==> config.mk <==
export PLATFORM = sky130hd
export DESIGN_NAME = rs_alu_flat
export DESIGN_NICKNAME = d
export VERILOG_FILES = /design/src/rtl/rs_alu_if.sv /design/src/rtl/rs_alu.sv /design/src/flat_wrapper.sv
export SDC_FILE = /design/constraint.sdc
export NUM_CORES = 1
export LEC_CHECK = 0
export ABC_AREA = 1
export BUFFER_PORTS_ARGS = -buffer_cell sky130_fd_sc_hd__buf_2
export CAP_MARGIN = 20
export CELL_PAD_IN_SITES_DETAIL_PLACEMENT = 0
export CELL_PAD_IN_SITES_GLOBAL_PLACEMENT = 1
export CORE_MARGIN = 4
export CORE_UTILIZATION = 51
export CTS_BUF_LIST = sky130_fd_sc_hd__clkbuf_4 sky130_fd_sc_hd__clkbuf_8
export CTS_CLUSTER_DIAMETER = 150
export DETAILED_ROUTE_END_ITERATION = 7
export GPL_ROUTABILITY_DRIVEN = 0
export PLACE_DENSITY = 0.88
export SYNTH_ARGS = -nofsm -noshare
export SYNTH_HDL_FRONTEND = slang
export SYNTH_SLANG_ARGS = --single-unit
==> constraint.sdc <==
create_clock -name clk -period 9 [get_ports clk]
set_input_delay 0.9 -clock clk [delete_from_list [all_inputs] [get_ports clk]]
set_output_delay 0.9 -clock clk [all_outputs]
set_load 0.1 [all_outputs]
==> src/rtl/rs_alu_if.sv <==
// Dispatch / wakeup / issue bus of the ALU reservation station.
// master = dispatch, CDB and ALU side; slave = the reservation station.
interface rs_alu_if #(
  parameter int PHYS_REG_IDX    = 5,
  parameter int NUM_ROB_ENTRIES = 32,
  parameter int NUM_ENTRIES     = 8
);
  localparam int PR_W  = PHYS_REG_IDX + 1;
  localparam int ROB_W = $clog2(NUM_ROB_ENTRIES);
  localparam int CNT_W = $clog2(NUM_ENTRIES) + 1;

  logic             enq_valid, enq_ready;
  logic [PR_W-1:0]  enq_ps1, enq_ps2, enq_pd;
  logic             enq_rs1_rdy, enq_rs2_rdy, enq_dest_we;
  logic [31:0]      enq_imm, enq_pc;
  logic [3:0]       enq_op;
  logic [4:0]       enq_rd;
  logic [ROB_W-1:0] enq_rob_idx;
  logic [6:0]       enq_opcode;
  logic [2:0]       enq_funct3;

  logic             cdb_valid;
  logic [PR_W-1:0]  cdb_pd;
  logic             flush;

  logic             iss_valid, iss_ready;
  logic [PR_W-1:0]  iss_ps1, iss_ps2, iss_pd;
  logic [31:0]      iss_imm, iss_pc;
  logic [3:0]       iss_op;
  logic [4:0]       iss_rd;
  logic             iss_dest_we;
  logic [ROB_W-1:0] iss_rob_idx;
  logic [6:0]       iss_opcode;
  logic [2:0]       iss_funct3;

  logic [CNT_W-1:0] occupancy;

  modport master (
    output enq_valid, enq_ps1, enq_ps2, enq_rs1_rdy, enq_rs2_rdy, enq_imm, enq_op,
           enq_pd, enq_rd, enq_dest_we, enq_rob_idx, enq_pc, enq_opcode, enq_funct3,
           cdb_valid, cdb_pd, flush, iss_ready,
    input  enq_ready, iss_valid, iss_ps1, iss_ps2, iss_imm, iss_op, iss_pd, iss_rd,
           iss_dest_we, iss_rob_idx, iss_pc, iss_opcode, iss_funct3, occupancy
  );

  modport slave (
    input  enq_valid, enq_ps1, enq_ps2, enq_rs1_rdy, enq_rs2_rdy, enq_imm, enq_op,
           enq_pd, enq_rd, enq_dest_we, enq_rob_idx, enq_pc, enq_opcode, enq_funct3,
           cdb_valid, cdb_pd, flush, iss_ready,
    output enq_ready, iss_valid, iss_ps1, iss_ps2, iss_imm, iss_op, iss_pd, iss_rd,
           iss_dest_we, iss_rob_idx, iss_pc, iss_opcode, iss_funct3, occupancy
  );
endinterface

==> src/rtl/rs_alu.sv <==
// ALU reservation station: CDB wakeup, single issue port with stable selection.
// Define RS_AGE_ORDER_EN to issue the oldest ready entry instead of the lowest-index one.
module rs_alu #(
  parameter int NUM_ENTRIES     = 8,
  parameter int PHYS_REG_IDX    = 5,
  parameter int NUM_ROB_ENTRIES = 32
) (
  input logic   clk,
  input logic   rst,
  rs_alu_if.slave rs
);
  localparam int PR_W  = PHYS_REG_IDX + 1;
  localparam int ROB_W = $clog2(NUM_ROB_ENTRIES);
  localparam int IDX_W = $clog2(NUM_ENTRIES);
  localparam int CNT_W = IDX_W + 1;

  typedef struct packed {
    logic [PR_W-1:0]  ps1;
    logic [PR_W-1:0]  ps2;
    logic [31:0]      imm;
    logic [3:0]       op;
    logic [PR_W-1:0]  pd;
    logic [4:0]       rd;
    logic             dest_we;
    logic [ROB_W-1:0] rob_idx;
    logic [31:0]      pc;
    logic [6:0]       opcode;
    logic [2:0]       funct3;
  } payload_t;

  logic [NUM_ENTRIES-1:0] valid_q, rdy1_q, rdy2_q, issuable;
  payload_t               payload_q [NUM_ENTRIES];
  payload_t               enq_pl, iss_pl;
  logic                   hold_q;
  logic [IDX_W-1:0]       hold_idx_q, pick_idx, sel_idx, free_idx;
  logic                   iss_valid, enq_fire, iss_fire;
  logic                   enq_rdy1, enq_rdy2;
  logic [CNT_W-1:0]       count;

  assign issuable  = valid_q & rdy1_q & rdy2_q;
  assign iss_valid = |issuable;
  assign enq_fire  = rs.enq_valid && rs.enq_ready && !rs.flush;
  assign iss_fire  = iss_valid && rs.iss_ready && !rs.flush;

  assign enq_rdy1 = rs.enq_rs1_rdy || (rs.enq_ps1 == '0) || (rs.cdb_valid && rs.cdb_pd == rs.enq_ps1);
  assign enq_rdy2 = rs.enq_rs2_rdy || (rs.enq_ps2 == '0) || (rs.cdb_valid && rs.cdb_pd == rs.enq_ps2);

  assign enq_pl = '{ps1: rs.enq_ps1, ps2: rs.enq_ps2, imm: rs.enq_imm, op: rs.enq_op,
                    pd: rs.enq_pd, rd: rs.enq_rd, dest_we: rs.enq_dest_we,
                    rob_idx: rs.enq_rob_idx, pc: rs.enq_pc, opcode: rs.enq_opcode,
                    funct3: rs.enq_funct3};

  // NOTE: every always_comb variable gets a default first, so no path can infer a latch.
  always_comb begin
    free_idx = '0;
    for (int i = NUM_ENTRIES - 1; i >= 0; i--) begin
      if (!valid_q[i]) free_idx = IDX_W'(i);
    end
  end

`ifdef RS_AGE_ORDER_EN
  localparam logic [NUM_ENTRIES-1:0] ONE = NUM_ENTRIES'(1);
  // age_q[i][j] set means entry i was enqueued before entry j.
  logic [NUM_ENTRIES-1:0] age_q [NUM_ENTRIES];

  always_comb begin
    pick_idx = '0;
    for (int i = 0; i < NUM_ENTRIES; i++) begin
      if (issuable[i] && ((issuable & ~age_q[i] & ~(ONE << i)) == '0)) pick_idx = IDX_W'(i);
    end
  end

  always_ff @(posedge clk) begin
    if (rst) begin
      age_q <= '{default: '0};
    end else if (enq_fire) begin
      for (int j = 0; j < NUM_ENTRIES; j++) begin
        age_q[j][free_idx] <= (IDX_W'(j) != free_idx);
        age_q[free_idx][j] <= 1'b0;
      end
    end
  end
`else
  always_comb begin
    pick_idx = '0;
    for (int i = NUM_ENTRIES - 1; i >= 0; i--) begin
      if (issuable[i]) pick_idx = IDX_W'(i);
    end
  end
`endif

  // A stalled offer stays pinned to its entry until the ALU accepts it.
  assign sel_idx = hold_q ? hold_idx_q : pick_idx;

  // NOTE: sequential state uses non-blocking assignments so all bits update together at the edge.
  always_ff @(posedge clk) begin
    if (rst || rs.flush) begin
      valid_q    <= '0;
      rdy1_q     <= '0;
      rdy2_q     <= '0;
      hold_q     <= 1'b0;
      hold_idx_q <= '0;
    end else begin
      for (int i = 0; i < NUM_ENTRIES; i++) begin
        if (valid_q[i] && rs.cdb_valid) begin
          if (rs.cdb_pd == payload_q[i].ps1 && payload_q[i].ps1 != '0) rdy1_q[i] <= 1'b1;
          if (rs.cdb_pd == payload_q[i].ps2 && payload_q[i].ps2 != '0) rdy2_q[i] <= 1'b1;
        end
      end
      if (iss_fire) begin
        valid_q[sel_idx] <= 1'b0;
        hold_q           <= 1'b0;
      end else begin
        hold_q     <= iss_valid;
        hold_idx_q <= sel_idx;
      end
      if (enq_fire) begin
        valid_q[free_idx] <= 1'b1;
        rdy1_q[free_idx]  <= enq_rdy1;
        rdy2_q[free_idx]  <= enq_rdy2;
      end
    end
  end

  // NOTE: payload storage has no reset; the valid bits alone decide whether an entry is live.
  always_ff @(posedge clk) begin
    if (enq_fire) payload_q[free_idx] <= enq_pl;
  end

  always_comb begin
    iss_pl = '0;
    if (iss_valid) iss_pl = payload_q[sel_idx];
  end

  always_comb begin
    count = '0;
    for (int i = 0; i < NUM_ENTRIES; i++) count = count + CNT_W'(valid_q[i]);
  end

  assign rs.enq_ready   = ~&valid_q;
  assign rs.iss_valid   = iss_valid;
  assign rs.iss_ps1     = iss_pl.ps1;
  assign rs.iss_ps2     = iss_pl.ps2;
  assign rs.iss_imm     = iss_pl.imm;
  assign rs.iss_op      = iss_pl.op;
  assign rs.iss_pd      = iss_pl.pd;
  assign rs.iss_rd      = iss_pl.rd;
  assign rs.iss_dest_we = iss_pl.dest_we;
  assign rs.iss_rob_idx = iss_pl.rob_idx;
  assign rs.iss_pc      = iss_pl.pc;
  assign rs.iss_opcode  = iss_pl.opcode;
  assign rs.iss_funct3  = iss_pl.funct3;
  assign rs.occupancy   = count;
endmodule

==> src/flat_wrapper.sv <==
// flat-port wrapper written by rule: the top's interface ports become plain ports
module rs_alu_flat 
#(
  parameter int NUM_ENTRIES     = 8,
  parameter int PHYS_REG_IDX    = 5,
  parameter int NUM_ROB_ENTRIES = 32
)
  (clk, rst, rs_enq_valid, rs_enq_ps1, rs_enq_ps2, rs_enq_rs1_rdy, rs_enq_rs2_rdy, rs_enq_imm, rs_enq_op, rs_enq_pd, rs_enq_rd, rs_enq_dest_we, rs_enq_rob_idx, rs_enq_pc, rs_enq_opcode, rs_enq_funct3, rs_cdb_valid, rs_cdb_pd, rs_flush, rs_iss_ready, rs_enq_ready, rs_iss_valid, rs_iss_ps1, rs_iss_ps2, rs_iss_imm, rs_iss_op, rs_iss_pd, rs_iss_rd, rs_iss_dest_we, rs_iss_rob_idx, rs_iss_pc, rs_iss_opcode, rs_iss_funct3, rs_occupancy);
  rs_alu_if #(.PHYS_REG_IDX(PHYS_REG_IDX), .NUM_ROB_ENTRIES(NUM_ROB_ENTRIES), .NUM_ENTRIES(NUM_ENTRIES)) rs_i ();
  input logic clk;
  input logic rst;
  input wire logic [$bits(rs_i.enq_valid)-1:0] rs_enq_valid;
  input wire logic [$bits(rs_i.enq_ps1)-1:0] rs_enq_ps1;
  input wire logic [$bits(rs_i.enq_ps2)-1:0] rs_enq_ps2;
  input wire logic [$bits(rs_i.enq_rs1_rdy)-1:0] rs_enq_rs1_rdy;
  input wire logic [$bits(rs_i.enq_rs2_rdy)-1:0] rs_enq_rs2_rdy;
  input wire logic [$bits(rs_i.enq_imm)-1:0] rs_enq_imm;
  input wire logic [$bits(rs_i.enq_op)-1:0] rs_enq_op;
  input wire logic [$bits(rs_i.enq_pd)-1:0] rs_enq_pd;
  input wire logic [$bits(rs_i.enq_rd)-1:0] rs_enq_rd;
  input wire logic [$bits(rs_i.enq_dest_we)-1:0] rs_enq_dest_we;
  input wire logic [$bits(rs_i.enq_rob_idx)-1:0] rs_enq_rob_idx;
  input wire logic [$bits(rs_i.enq_pc)-1:0] rs_enq_pc;
  input wire logic [$bits(rs_i.enq_opcode)-1:0] rs_enq_opcode;
  input wire logic [$bits(rs_i.enq_funct3)-1:0] rs_enq_funct3;
  input wire logic [$bits(rs_i.cdb_valid)-1:0] rs_cdb_valid;
  input wire logic [$bits(rs_i.cdb_pd)-1:0] rs_cdb_pd;
  input wire logic [$bits(rs_i.flush)-1:0] rs_flush;
  input wire logic [$bits(rs_i.iss_ready)-1:0] rs_iss_ready;
  output wire logic [$bits(rs_i.enq_ready)-1:0] rs_enq_ready;
  output wire logic [$bits(rs_i.iss_valid)-1:0] rs_iss_valid;
  output wire logic [$bits(rs_i.iss_ps1)-1:0] rs_iss_ps1;
  output wire logic [$bits(rs_i.iss_ps2)-1:0] rs_iss_ps2;
  output wire logic [$bits(rs_i.iss_imm)-1:0] rs_iss_imm;
  output wire logic [$bits(rs_i.iss_op)-1:0] rs_iss_op;
  output wire logic [$bits(rs_i.iss_pd)-1:0] rs_iss_pd;
  output wire logic [$bits(rs_i.iss_rd)-1:0] rs_iss_rd;
  output wire logic [$bits(rs_i.iss_dest_we)-1:0] rs_iss_dest_we;
  output wire logic [$bits(rs_i.iss_rob_idx)-1:0] rs_iss_rob_idx;
  output wire logic [$bits(rs_i.iss_pc)-1:0] rs_iss_pc;
  output wire logic [$bits(rs_i.iss_opcode)-1:0] rs_iss_opcode;
  output wire logic [$bits(rs_i.iss_funct3)-1:0] rs_iss_funct3;
  output wire logic [$bits(rs_i.occupancy)-1:0] rs_occupancy;
  assign rs_i.enq_valid = rs_enq_valid;
  assign rs_i.enq_ps1 = rs_enq_ps1;
  assign rs_i.enq_ps2 = rs_enq_ps2;
  assign rs_i.enq_rs1_rdy = rs_enq_rs1_rdy;
  assign rs_i.enq_rs2_rdy = rs_enq_rs2_rdy;
  assign rs_i.enq_imm = rs_enq_imm;
  assign rs_i.enq_op = rs_enq_op;
  assign rs_i.enq_pd = rs_enq_pd;
  assign rs_i.enq_rd = rs_enq_rd;
  assign rs_i.enq_dest_we = rs_enq_dest_we;
  assign rs_i.enq_rob_idx = rs_enq_rob_idx;
  assign rs_i.enq_pc = rs_enq_pc;
  assign rs_i.enq_opcode = rs_enq_opcode;
  assign rs_i.enq_funct3 = rs_enq_funct3;
  assign rs_i.cdb_valid = rs_cdb_valid;
  assign rs_i.cdb_pd = rs_cdb_pd;
  assign rs_i.flush = rs_flush;
  assign rs_i.iss_ready = rs_iss_ready;
  assign rs_enq_ready = rs_i.enq_ready;
  assign rs_iss_valid = rs_i.iss_valid;
  assign rs_iss_ps1 = rs_i.iss_ps1;
  assign rs_iss_ps2 = rs_i.iss_ps2;
  assign rs_iss_imm = rs_i.iss_imm;
  assign rs_iss_op = rs_i.iss_op;
  assign rs_iss_pd = rs_i.iss_pd;
  assign rs_iss_rd = rs_i.iss_rd;
  assign rs_iss_dest_we = rs_i.iss_dest_we;
  assign rs_iss_rob_idx = rs_i.iss_rob_idx;
  assign rs_iss_pc = rs_i.iss_pc;
  assign rs_iss_opcode = rs_i.iss_opcode;
  assign rs_iss_funct3 = rs_i.iss_funct3;
  assign rs_occupancy = rs_i.occupancy;
  rs_alu #(.NUM_ENTRIES(NUM_ENTRIES), .PHYS_REG_IDX(PHYS_REG_IDX), .NUM_ROB_ENTRIES(NUM_ROB_ENTRIES)) u_core (.clk(clk), .rst(rst), .rs(rs_i));
endmodule
==> reports/qor.yml <==
status: "finished clean"
syn_nets: 4010
tns_ns: 0
cts_tree: "yes"
die_area_mm2: 0.0844
syn_avg_cell_area_um2: 10.5
wl_um: 105000
cap_viol_max_count: 0
p_per_area_mw_per_mm2: 183
startpoint_type: "flop"
power_uw: 8240
wl_met1_um: 44300
areaGrowthSynthToFinish_pct: 11.0
drtPass1Iterations: 5
hpwl_um: 53800
netlist.area_leader.share: 0.632
vias_per_cell: 5.34
clk_pin_slew_worst_paths_ns: 0.06
num-nets-final: 4205
hold_viol: 0
comb_power_share: 0.024
ys_seq_area_frac: 0.645
total_leakage_power_uw: 0.0192
worstHoldPathType: "input port to flop"
cts.sinks: 884
routedWlPerCell_um: 19.9
fp.dieH_um: 291
cts_buffers: 149
vias: 28100
critPathTopFamily: "buffers and inverters"
yosys.area.top_type: "edfxtp_1"
tightestPinTransition_ns: 1.13
postCtsHoldBufs: 0
crit_type: "flop to primary output"
clock.fmax_ghz: 0.167
portBuffers: 233
fin_crit_ns: 5.99
ys_types: 41
slew_viol_final: 0
worst-path-buf-inv: 3
num_rows: 103
routed.top_layer: "met5"
grt_use_total: 0.242
post_cts_buffers: 0
period_share: 0.665
cp.arrival_ns: 5.09
synthCells: 3882
slew_headroom: 0.244
h-tree-depth: 4
antenna_found_initial: 18
drc_errors: 0
p_seq_frac: 0.552
wl_met2_um: 49700
synth_warnings: 0
synth-main-ff-cell: "edfxtp_1"
ir_worst_vdd_v: 0.000145
fillCellCount: 6720
async_flop_share: 0
swShare: 0.212
grt_start_max_net_pins: 185
ant_nets: 0
drt_iter0_markers: 2335
synth_area_leaders: "edfxtp_1, nand2_1, nand3b_1"
crit_slowest_cell: "buf_4"
dieWidth_um: 291
crit_chain: "nand3_2 > nand2_1 > nand2_1 > nand2_1 > nand2_1 > nand2_1 > nand2_1 > nand3_1 > nand2_8 > inv_4 > buf_4 > nand2_1 > a21oi_1 > buf_2"
clk_path_buf_depth: 3
overflow: 0
syn_area_mm2: 0.0407
start_util: 0.515
cp.required_ns: 8.10
crit_top_cell: "nand2_1"
core-area_mm2: 0.0790
clock_skew_ns: 0.0375
drive_above_1_share: 0.125
p_clk_frac: 0.424
rsz0062_at_grt: "no"
synth_edf_count: 856
grt_pass1_vias: 26700
ys_ff_latch: 884
end_kind: "primary output"
critical_path.max_fanout: 81
power.internal_uw: 6490
clk_root_buffer_cell: "clkbuf_8"
finalSetupViolCount: 0
ioPinCount: 234
insertion_delay_ns: 0.79
grt_pass1_wl_um: 159000
wl_met3_um: 7490
postCtsResizedCells: 0
max_stage_delay_ns: 0.87
power.switching_uw: 1750
flip-flops by register name, indices dropped and copies added, names as in the netlist:
name / cells
u_core.rdy2_q: 8
u_core.hold_idx_q: 3
u_core.hold_q: 1
u_core.rdy1_q: 8
u_core.payload_q: 856
u_core.valid_q: 8
cells in the mapped netlist (28+ instances only):
cell type and instances:
clkbuf_1 37, nand2_1 908, buf_2 114, nand3b_1 363
dfxtp_1 28, o21ai_0 42, edfxtp_1 856, nor2_1 247
nand3_1 369, inv_1 539, a21oi_1 148, buf_6 48
layout by cell type, fill, tap and decap left out, drive strengths merged, types with 5 or more instances in the layout:
| cell | count |
|---|---|
| a21oi | 149 |
| nor2 | 251 |
| xnor2 | 5 |
| edfxtp | 856 |
| a31oi | 10 |
| nand3 | 370 |
| nand3b | 363 |
| diode | 14 |
| nor4 | 13 |
| xor2 | 25 |
| nand2 | 915 |
| clkinv | 49 |
| clkbuf | 201 |
| o21ai | 42 |
| inv | 552 |
| dfxtp | 28 |
| a221oi | 9 |
| o22ai | 20 |
| nor3 | 22 |
| nand4 | 7 |
| buf | 266 |
cells by family after synthesis:
kind of cell | Yosys count | share of synthesized area
xor+xnor | 30 | 0.00646
flops | 884 | 0.645
buf+inv | 768 | 0.0837
compound gates | 249 | 0.0340
fa+ha+maj | 7 | 0.00289
simple gates | 1944 | 0.228
worst paths after layout:
path / start / to / slack, ns / cells after the start
max: u_core.valid_q[6]$_SDFF_PP0_ / rs_iss_rob_idx[0] / 3.01 / 14
min: rs_iss_ready / u_core.hold_q$_SDFF_PP0_ / 0.34 / 2
min reg2reg: u_core.rdy1_q[0]$_SDFF_PP0_ / u_core.rdy1_q[0]$_SDFF_PP0_ / 0.50 / 2
max reg2reg: u_core.valid_q[7]$_SDFF_PP0_ / u_core.payload_q[6][67]$_DFFE_PP_ / 5.14 / 10
metrics by stage:
stage	cell area [um2]	worst slack (ns)	hold slack (ns)	std cells	utilization
2_1_floorplan	40700	2.05	0.448	3882	-
3_3_place_gp	42200	3.82	0.475	4974	0.534
3_5_place_dp	42200	3.82	0.486	4975	0.534
4_1_cts	45100	2.92	0.249	5239	0.571
5_1_grt	45200	2.72	0.298	5249	0.572
6_report	45200	3.01	0.337	5254	0.572
power by group through the flow:
stage / Sequential (uW) / Clock [uW] / Combinational, uW
floorplan: 4640 / 0 / 88.5
global placement: 4630 / 0 / 194
detailed placement: 4630 / 0 / 199
CTS: 4550 / 3570 / 199
global route: 4550 / 3750 / 224
finish: 4550 / 3490 / 200
area by class of cell:
type / instances / area (um2) / area share
diodes: 14 / 35.0 / 0.000776
clock buffers: 201 / 2460 / 0.0545
clock inverters: 63 / 438 / 0.00969
inverters: 546 / 2070 / 0.0459
multi-input cells: 2230 / 11100 / 0.246
flip-flops and latches: 884 / 26300 / 0.581
well taps: 1050 / 1310 / 0.0291
repair buffers: 266 / 1480 / 0.0327
layer usage:
| layer | vias to the layer above | track usage |
|---|---|---|
| met3 | 217 | 0.0471 |
| met2 | 1046 | 0.396 |
| met1 | 13400 | 0.325 |
| met4 | 10 | 0.0876 |
| li1 | 13400 | - |
| met5 | - | 0 |
(Power assumes the default switching activity.)
